===== src/rtl/sub_arbiter.sv =====
`default_nettype none
// ============================================================================
// Module   : sub_arbiter
// Purpose  : Round-robin arbiter that shares one external registered
//            subtractor (c = a - b, SUB_LAT cycles) between NUM_REQ
//            requesters. Tracks in-flight ops by requester id and returns
//            each result as a one-cycle, one-hot response pulse.
// Ports    : clk         - clock, all state on rising edge
//            reset       - asynchronous active-low reset
//            enable      - 1 = grants allowed; in-flight ops always complete
//            req_valid   - per-requester request valid
//            req_ready   - per-requester grant (at most one bit set)
//            req_a/req_b - packed operands, requester i at [i*WIDTH +: WIDTH]
//            sub_a/sub_b - operands presented to the subtractor
//            sub_c       - subtractor result, SUB_LAT cycles after operands
//            resp_valid  - one-hot response pulse to the owning requester
//            resp_id     - id of the responding requester
//            resp_data   - result, meaningful while resp_valid != 0
//            resp_borrow - (SUB_ARBITER_BORROW_EN only) a < b at issue
//            busy        - any operation in flight
// Options  : `define SUB_ARBITER_BORROW_EN adds resp_borrow.
// Revision : 1.0 - initial release
// ============================================================================
module sub_arbiter #(
  parameter int NUM_REQ = 4,
  parameter int WIDTH   = 32,
  parameter int SUB_LAT = 1
) (
  input  logic                       clk,
  input  logic                       reset,
  input  logic                       enable,
  input  logic [NUM_REQ-1:0]         req_valid,
  output logic [NUM_REQ-1:0]         req_ready,
  input  logic [NUM_REQ*WIDTH-1:0]   req_a,
  input  logic [NUM_REQ*WIDTH-1:0]   req_b,
  output logic [WIDTH-1:0]           sub_a,
  output logic [WIDTH-1:0]           sub_b,
  input  logic [WIDTH-1:0]           sub_c,
  output logic [NUM_REQ-1:0]         resp_valid,
  output logic [$clog2(NUM_REQ)-1:0] resp_id,
  output logic [WIDTH-1:0]           resp_data,
`ifdef SUB_ARBITER_BORROW_EN
  output logic                       resp_borrow,
`endif
  output logic                       busy
);

  localparam int                c_id_w    = $clog2(NUM_REQ);
  localparam logic [c_id_w-1:0] c_last_id = c_id_w'(NUM_REQ - 1);

  // --------------------------------------------------------------------------
  // Operand unpacking
  // --------------------------------------------------------------------------
  logic [WIDTH-1:0] a_arr [NUM_REQ];
  logic [WIDTH-1:0] b_arr [NUM_REQ];

  for (genvar gi = 0; gi < NUM_REQ; gi++) begin : g_unpack
    assign a_arr[gi] = req_a[gi*WIDTH +: WIDTH];
    assign b_arr[gi] = req_b[gi*WIDTH +: WIDTH];
  end

  // --------------------------------------------------------------------------
  // State
  // --------------------------------------------------------------------------
  logic [c_id_w-1:0]               rr_ptr_q,     rr_ptr_d;
  logic [WIDTH-1:0]                op_a_q,       op_a_d;
  logic [WIDTH-1:0]                op_b_q,       op_b_d;
  logic [SUB_LAT-1:0]              tag_vld_q,    tag_vld_d;
  logic [SUB_LAT-1:0][c_id_w-1:0]  tag_id_q,     tag_id_d;
  logic [NUM_REQ-1:0]              resp_valid_q, resp_valid_d;
  logic [c_id_w-1:0]               resp_id_q,    resp_id_d;
  logic [WIDTH-1:0]                resp_data_q,  resp_data_d;
`ifdef SUB_ARBITER_BORROW_EN
  logic [SUB_LAT-1:0]              tag_brw_q,    tag_brw_d;
  logic                            resp_brw_q,   resp_brw_d;
  logic                            issue_brw;
`endif

  // --------------------------------------------------------------------------
  // Round-robin grant
  // --------------------------------------------------------------------------
  logic              grant_vld;
  logic [c_id_w-1:0] grant_id;
  logic [c_id_w-1:0] cand;
  logic              accept;

  // Candidates are scanned from the farthest offset back to rr_ptr so the
  // last hit, which wins, is the nearest valid requester at or after rr_ptr.
  // Reset low forces the grant off independent of the clock.
  always_comb begin
    grant_vld = 1'b0;
    grant_id  = '0;
    cand      = '0;
    if (reset && enable) begin
      for (int k = NUM_REQ - 1; k >= 0; k--) begin
        cand = c_id_w'((int'(rr_ptr_q) + k) % NUM_REQ);
        if (req_valid[cand]) begin
          grant_vld = 1'b1;
          grant_id  = cand;
        end
      end
    end
  end

  assign req_ready = grant_vld ? (NUM_REQ'(1) << grant_id) : '0;
  assign accept    = |(req_valid & req_ready);

  // Operands follow the granted requester; otherwise the last issued pair
  // is held so the subtractor inputs do not toggle while idle.
  assign sub_a = accept ? a_arr[grant_id] : op_a_q;
  assign sub_b = accept ? b_arr[grant_id] : op_b_q;

`ifdef SUB_ARBITER_BORROW_EN
  assign issue_brw = accept && (a_arr[grant_id] < b_arr[grant_id]);
`endif

  // --------------------------------------------------------------------------
  // Next-state logic
  // --------------------------------------------------------------------------
  always_comb begin
    rr_ptr_d = rr_ptr_q;
    if (accept) begin
      rr_ptr_d = (grant_id == c_last_id) ? '0 : grant_id + 1'b1;
    end
    op_a_d = sub_a;
    op_b_d = sub_b;
  end

  // Tag pipeline mirrors the subtractor latency: the tag leaving the last
  // stage lines up with the matching result on sub_c.
  always_comb begin
    tag_vld_d    = '0;
    tag_id_d     = '0;
    tag_vld_d[0] = accept;
    tag_id_d[0]  = grant_id;
    for (int s = 1; s < SUB_LAT; s++) begin
      tag_vld_d[s] = tag_vld_q[s-1];
      tag_id_d[s]  = tag_id_q[s-1];
    end
  end

`ifdef SUB_ARBITER_BORROW_EN
  always_comb begin
    tag_brw_d    = '0;
    tag_brw_d[0] = issue_brw;
    for (int s = 1; s < SUB_LAT; s++) begin
      tag_brw_d[s] = tag_brw_q[s-1];
    end
  end
`endif

  // Response fields are zeroed between pulses so stale ids/data never linger.
  always_comb begin
    resp_valid_d = '0;
    resp_id_d    = '0;
    resp_data_d  = '0;
    if (tag_vld_q[SUB_LAT-1]) begin
      resp_valid_d = NUM_REQ'(1) << tag_id_q[SUB_LAT-1];
      resp_id_d    = tag_id_q[SUB_LAT-1];
      resp_data_d  = sub_c;
    end
  end

`ifdef SUB_ARBITER_BORROW_EN
  always_comb begin
    resp_brw_d = 1'b0;
    if (tag_vld_q[SUB_LAT-1]) begin
      resp_brw_d = tag_brw_q[SUB_LAT-1];
    end
  end
`endif

  // --------------------------------------------------------------------------
  // Registers
  // --------------------------------------------------------------------------
  always_ff @(posedge clk or negedge reset) begin
    if (!reset) begin
      rr_ptr_q     <= '0;
      op_a_q       <= '0;
      op_b_q       <= '0;
      tag_vld_q    <= '0;
      tag_id_q     <= '0;
      resp_valid_q <= '0;
      resp_id_q    <= '0;
      resp_data_q  <= '0;
    end else begin
      rr_ptr_q     <= rr_ptr_d;
      op_a_q       <= op_a_d;
      op_b_q       <= op_b_d;
      tag_vld_q    <= tag_vld_d;
      tag_id_q     <= tag_id_d;
      resp_valid_q <= resp_valid_d;
      resp_id_q    <= resp_id_d;
      resp_data_q  <= resp_data_d;
    end
  end

`ifdef SUB_ARBITER_BORROW_EN
  always_ff @(posedge clk or negedge reset) begin
    if (!reset) begin
      tag_brw_q  <= '0;
      resp_brw_q <= 1'b0;
    end else begin
      tag_brw_q  <= tag_brw_d;
      resp_brw_q <= resp_brw_d;
    end
  end

  assign resp_borrow = resp_brw_q;
`endif

  // --------------------------------------------------------------------------
  // Outputs
  // --------------------------------------------------------------------------
  assign resp_valid = resp_valid_q;
  assign resp_id    = resp_id_q;
  assign resp_data  = resp_data_q;
  assign busy       = (|tag_vld_q) | (|resp_valid_q);

endmodule

`default_nettype wire


===== config.mk =====
export PLATFORM = sky130hd
export DESIGN_NAME = sub_arbiter
export DESIGN_NICKNAME = d
export VERILOG_FILES = /design/src/rtl/sub_arbiter.sv
export SDC_FILE = /design/constraint.sdc
export NUM_CORES = 1
export LEC_CHECK = 0
export ABC_AREA = 1
export CORE_AREA = 10 10 147 149
export CTS_CLUSTER_DIAMETER = 80
export DETAILED_ROUTE_END_ITERATION = 7
export DIE_AREA = 0 0 157 159
export DONT_BUFFER_PORTS = 1
export HOLD_SLACK_MARGIN = 0.05
export PLACE_DENSITY = 0.66
export RECOVER_POWER = 25
export REMOVE_ABC_BUFFERS = 1
export SYNTH_ARGS = -nofsm -noshare
export SYNTH_HDL_FRONTEND = slang
export SYNTH_SLANG_ARGS = --single-unit
export TNS_END_PERCENT = 50

===== constraint.sdc =====
create_clock -name clk -period 6.47 [get_ports clk]
set_input_delay 0.9705 -clock clk [delete_from_list [all_inputs] [get_ports clk]]
set_output_delay 0.9705 -clock clk [all_outputs]
set_load 0.005 [all_outputs]

==> run metrics, run 1 <==
outcome finished clean; number of H-tree levels 3; post-route design area 7920 um2; final hold vios 0; GR Layer Usage met1 24.9%; CP top delay family simple AND/OR/NAND/NOR gates; fraction of the cycle the final worst path needs between 80% and 90%; Setup TNS 0 ns; Sinks on Clock Net 107; Initial Utilization 41.5%; Pint 1.54 mW; die width 157 um; leakage power 5.18 nW; Combinational Power Share 51.2%; CTS Buffer Depth 2; top cells by count, synth nand2_1 (456), inv_1 (305), nand3_1 (133), nand4_1 (128), dfrtp_1 (107); Placed Instance Area 7630 um2; total power 3.10 mW; M2 GR Usage 35.3%; most frequent cell after synthesis nand2_1; post-CTS setup buffer count 0; Area contributors post-synth dfrtp_1 (35%), nand2_1 (22%), inv_1 (15%); Primary FF master, synth dfrtp_1; Worst path max stage delay 0.59 ns; FMAX between 150 and 200 MHz; DR DRC count 0; # diodes 0; Setup CP Type register to primary output; DR vias 7526; Worst Setup Start Kind register; Worst path slowest cell nand3_4; WP data arrival 4.46 ns; CP Max Fanout 45; Setup Viol. Count Final 0; I/O pin count 402; GRT overflow 0; cell chain of the critical path inv_6 -> nand2_1 -> nand3_1 -> nand2_1 -> inv_1 -> nand2_1 -> nand3_4 -> nand3_4 -> inv_1 -> ha_1 -> inv_1 -> nor2_1 -> nand2_1 -> nand2_2 -> nor2_4 -> buf_4 -> nand2_1 -> nand2_1; Power Density 392 nW/um2; routed len/inst 19.4 um; row count 50; Max-slew headroom around two fifths; largest net degree at the start of global routing 109; Period minus WS final around 5.4 ns; YS warnings 0; Yosys top cell area share 34.7%; Die Ht 159 um; DRT Pass-1 Iters 4; Worst Tran Pin Value 0.923 ns; Critical Path Source rr_ptr_q[0]; Reg2Reg Depth 18; vias in the first global route between 7000 and 8000; FFs w/ async S/R, synth 100%; syn_area_per_cell 6.16 um2; WP data required 5.50 ns; clock share of power 17.6%; port bufs 0; total track usage 21.2%; post_cts resized 0; P&R area growth vs syn 2.76%; crit end category primary output; Setup Skew 0.0125 ns; clock root cell clkbuf_16; final WL approximately 28000 um; number of buffers and inverters on the critical path 5; Reg clk slew, reported paths 0.08 ns; unique cell type count in the Yosys netlist 23; CTS buffer count 9; initial antenna violation count 0; Reg power frac 31.2%; final net count 1484; routability cong. roughly 0.9; worst-case vdd ir drop 0.238 mV; CTS tree done; hpwl dp approximately 20000 um; Vias/cell 5.29; HP Class input port to async pin; Sw Share between 50 and 60%; Netlist Area Pre-Place 7710 um2; Post-synth EDFFs 0; Gate Count Post-Synth 1252; worst r2r dst op_b_q[15]; #FFs+latches synth around 110; Yosys top cell by area dfrtp_1; sequential area share after synthesis 34.7%; Crit path depth 18; die area about 25000 um2; Hold Slack 0.298 ns; Reg-to-Reg Start rr_ptr_q[0]; most frequent CP cell nand2_1; CP endpoint sub_a[12]; share of layout cells above drive strength 1 around 3.6%; antenna-violating nets left 0; Slew Viols, Final 0; Max-Cap Viols 0; worst-skew pair later-pin latency 0.36 ns; starting DRC count in detailed routing 529; hold buffers post-CTS 0; gr busiest metal met2; core region area 18600 um2; grt met3 use 7.10%; sw power 1.56 mW; first-pass GRT wire length 42200 um; RSZ-0062 raised after global routing no; internal reg-to-reg setup slack 2.28 ns
-- cell type report --
cell class | instances | area [um2]
fillers | 1982 | 10700
multi-input cells | 747 | 3410
flip-flops and latches | 107 | 2680
inverters | 309 | 1170
well taps | 234 | 293
clock buffers | 10 | 229
repair buffers | 11 | 82.6
clock inverters | 6 | 56.3
-- metal layers --
layer	up-vias	share of wire (%)
li1	3652	-
met1	3464	38
met2	370	50
met3	40	9.9
met4	0	2.5
met5	-	0
-- how the worst min path moves through the flow --
stage          cells past startpoint  slack (ns)   startpoint            end
2_1_floorplan                      1        0.42  tag_id_q[0]  resp_valid[2]
3_3_place_gp                       1        0.47  tag_id_q[1]  resp_valid[1]
3_5_place_dp                       1        0.48  tag_id_q[1]  resp_valid[1]
4_1_cts                            0        0.28        reset  resp_data[11]
5_1_grt                            0        0.28        reset  resp_data[11]
6_report                           0        0.30        reset  resp_data[11]
-- layout by cell type, fill, tap and decap left out, drive strengths merged --
cell type / Yosys / routed
nand2: 462 / 462
nor2: 10 / 10
ha: 4 / 4
nand4: 128 / 128
dfrtp: 107 / 107
clkbuf: 22 / 10
buf: 67 / 11
nor4: 1 / 1
inv: 309 / 312
nand3: 133 / 133
clkinv: 0 / 2
nor3: 1 / 1
clkinvlp: 0 / 1
o21ai: 5 / 5
a21oi: 2 / 2
and2: 1 / 1
-- power groups by stage --
stage	Clock (mW)	Sequential [mW]	Combinational, mW
after CTS	0.564	0.969	1.59
after floorplan	0	0.963	1.13
after global placement	0	0.983	1.56
after global routing	0.587	0.989	1.79
final	0.547	0.968	1.59
after detailed placement	0	0.979	1.59
-- sequential cells by signal, summed over array words and instances (netlist names) --
signal	count
tag_vld_q	1
rr_ptr_q	2
op_a_q	32
resp_id	2
tag_id_q	2
resp_data	32
op_b_q	32
resp_valid	4
-- logic make-up (layout without fill, tap and decap cells) --
kind of cell	after synthesis	after routing	share of synthesized area, %
buffers and inverters	398	336	21.6
DFF	107	107	34.7
adders and majority gates	4	4	0.649
and+or+nand+nor	736	736	42.6
AOI/OAI and AO/OA	7	7	0.454
-- worst reg2reg max path, stage by stage, from the launching register on --
cell     delay (ns)
dfrtp_1        0.58
inv_6          0.09
nand2_1        0.09
nand3_1        0.08
nand2_1        0.07
inv_1          0.08
nand2_1        0.13
nand3_4        0.43
nand3_4        0.60
inv_1          0.19
ha_1           0.24
inv_1          0.05
nor2_1         0.06
nand2_1        0.07
nand2_2        0.07
nor2_4         0.58
buf_4          0.43
nand2_1        0.09
nand2_1        0.16
-- metrics by stage --
step           utilization [%]  setup WS (ns)  std cells
2_1_floorplan                -          -3.44       1163
3_3_place_gp              41.1           1.16       1408
3_5_place_dp              41.1           1.11       1408
4_1_cts                   42.6           1.04       1424
5_1_grt                   42.6          0.566       1424
6_report                  42.6           1.04       1424
No activity file was read; power rests on OpenSTA's default activity.
==> inputs of run 2 (changes only) <==
==> constraint.sdc (replaced) <==
create_clock -name clk -period 5.3 [get_ports clk]
set_input_delay 0.795 -clock clk [delete_from_list [all_inputs] [get_ports clk]]
set_output_delay 0.795 -clock clk [all_outputs]
set_load 0.005 [all_outputs]
==> run metrics, run 2 (same netlist as run 1, synthesis figures left out) <==
final net count 1491; share of layout cells above drive strength 1 4.26%; # diodes 0; outcome finished clean; clock root cell clkbuf_16; Reg-to-Reg Start rr_ptr_q[0]; vias in the first global route 7477; DR DRC count 0; Initial Utilization 41.5%; GRT overflow 0; post-CTS setup buffer count 0; port bufs 0; P&R area growth vs syn 4.16%; first-pass GRT wire length 42800 um; leakage power 5.24 nW; worst-skew pair later-pin latency 0.36 ns; Setup CP Type register to primary output; Period minus WS final 4.48 ns; Hold Slack 0.129 ns; Worst Tran Pin Value between 0.9 and 1 ns; Worst Setup Start Kind register; CP Max Fanout 43; routability cong. between 0.8 and 0.9; fraction of the cycle the final worst path needs about 85%; Critical Path Source rr_ptr_q[0]; Max-slew headroom 38.5%; Sinks on Clock Net 107; FILL cells approximately 2000; post_cts resized 0; crit end category primary output; total track usage 21.4%; Core Util, Final 43.2%; antenna-violating nets left 0; HP Class input port to async pin; die width approximately 160 um; Setup Skew 0.0185 ns; largest net degree at the start of global routing 109; FMAX 223 MHz; row count 50; final worst slack 0.821 ns; worst-case vdd ir drop roughly 0.25 mV; Die Ht 159 um; starting DRC count in detailed routing 624; number of H-tree levels 3; routed len/inst 19.4 um; most common cell after layout, fill and taps aside nand2_1; Power Density just under 500 nW/um2; core region area ~19000 um2; die area about 25000 um2; final hold vios 0; RSZ-0062 raised after global routing no; pre-CTS setup slack 1.11 ns; Slew Viols, Final 0; Vias/cell between 5 and 6; hold buffers post-CTS 0; I/O pin count around 400; hpwl dp between 20000 and 25000 um; CTS buffer count 9; most frequent cells in the layout nand2_1 (454), inv_1 (304), nand3_1 (131); CTS tree done; total power 3.88 mW; WP data arrival 3.68 ns; DR vias 7591; Max-Cap Viols 0; WP data required between 4 and 5 ns; DRT Pass-1 Iters 6; final WL 27800 um; initial antenna violation count 0; CTS Buffer Depth 2; Reg clk slew, reported paths around 0.08 ns; Setup Viol. Count Final 0
[run 2: cell types whose count changed in the layout (fill, tap and decap cells not counted)]
cell / change
clkinv_4: -2
clkbuf_1: -1
clkinvlp_4: -1
inv_6: +1
clkinv_8: +2
buf_12: +1
buf_4: +6
bufinv_16: +1
[run 2: through the flow]
step | TNS [ns] | instances | cell area [um2]
2_1_floorplan | -524.24 | 1163 | 7210
3_3_place_gp | 0 | 1415 | 7700
3_5_place_dp | 0 | 1415 | 7700
4_1_cts | 0 | 1431 | 8030
5_1_grt | 0 | 1431 | 8030
6_report | 0 | 1431 | 8030
[run 2: metal layers]
metal	routed length [um]	global-route usage, %	up-vias
li1	-	-	3658
met1	10700	24.9	3505
met2	13600	35.8	385
met3	2810	7.56	43
met4	728	6.78	0
met5	0	0	-
[run 2: final timing paths]
| kind | slack, ns | depth (start not counted) | end |
|---|---|---|---|
| min | 0.13 | 0 | resp_data[19] |
| max | 0.82 | 19 | sub_b[25] |
| min reg2reg | 0.46 | 1 | resp_valid[2] |
| max in group asynchronous | 5.02 | 0 | op_a_q[27] |
| min in group clk | 0.46 | 1 | resp_valid[2] |
| max reg2reg | 1.88 | 19 | op_b_q[25] |
[run 2: final cells by class]
| class | instances | area (um2) | share of cell area [%] |
|---|---|---|---|
| clock buffers | 9 | 225 | 2.81 |
| clock inverters | 7 | 103 | 1.28 |
| inverters | 309 | 1170 | 14.5 |
| multi-input cells | 747 | 3410 | 42.5 |
| flip-flops and latches | 107 | 2680 | 33.4 |
| well taps | 234 | 293 | 3.65 |
| repair buffers | 18 | 148 | 1.84 |
[run 2: where the power goes]
group          switching, mW  leakage, nW  internal (mW)  total [mW]
logic                   1.47         3.69          0.490        1.96
registers              0.100         1.39           1.08        1.18
clock network          0.352        0.160          0.386       0.737
[run 2: worst max-delay path, cell delays in order (launching register included)]
cell and delay (ns):
dfrtp_1 0.58, inv_6 0.09, nand2_1 0.08, nand2_1 0.09
nand2_2 0.10, nand3_1 0.08, o21ai_1 0.26, nand2_1 0.10
nand2_2 0.07, buf_4 0.29, ha_1 0.21, inv_1 0.04
nor2_1 0.25, nand2_1 0.11, nand2_2 0.11, inv_2 0.05
nand2_4 0.25, buf_12 0.27, nand2_1 0.10, nand2_1 0.14
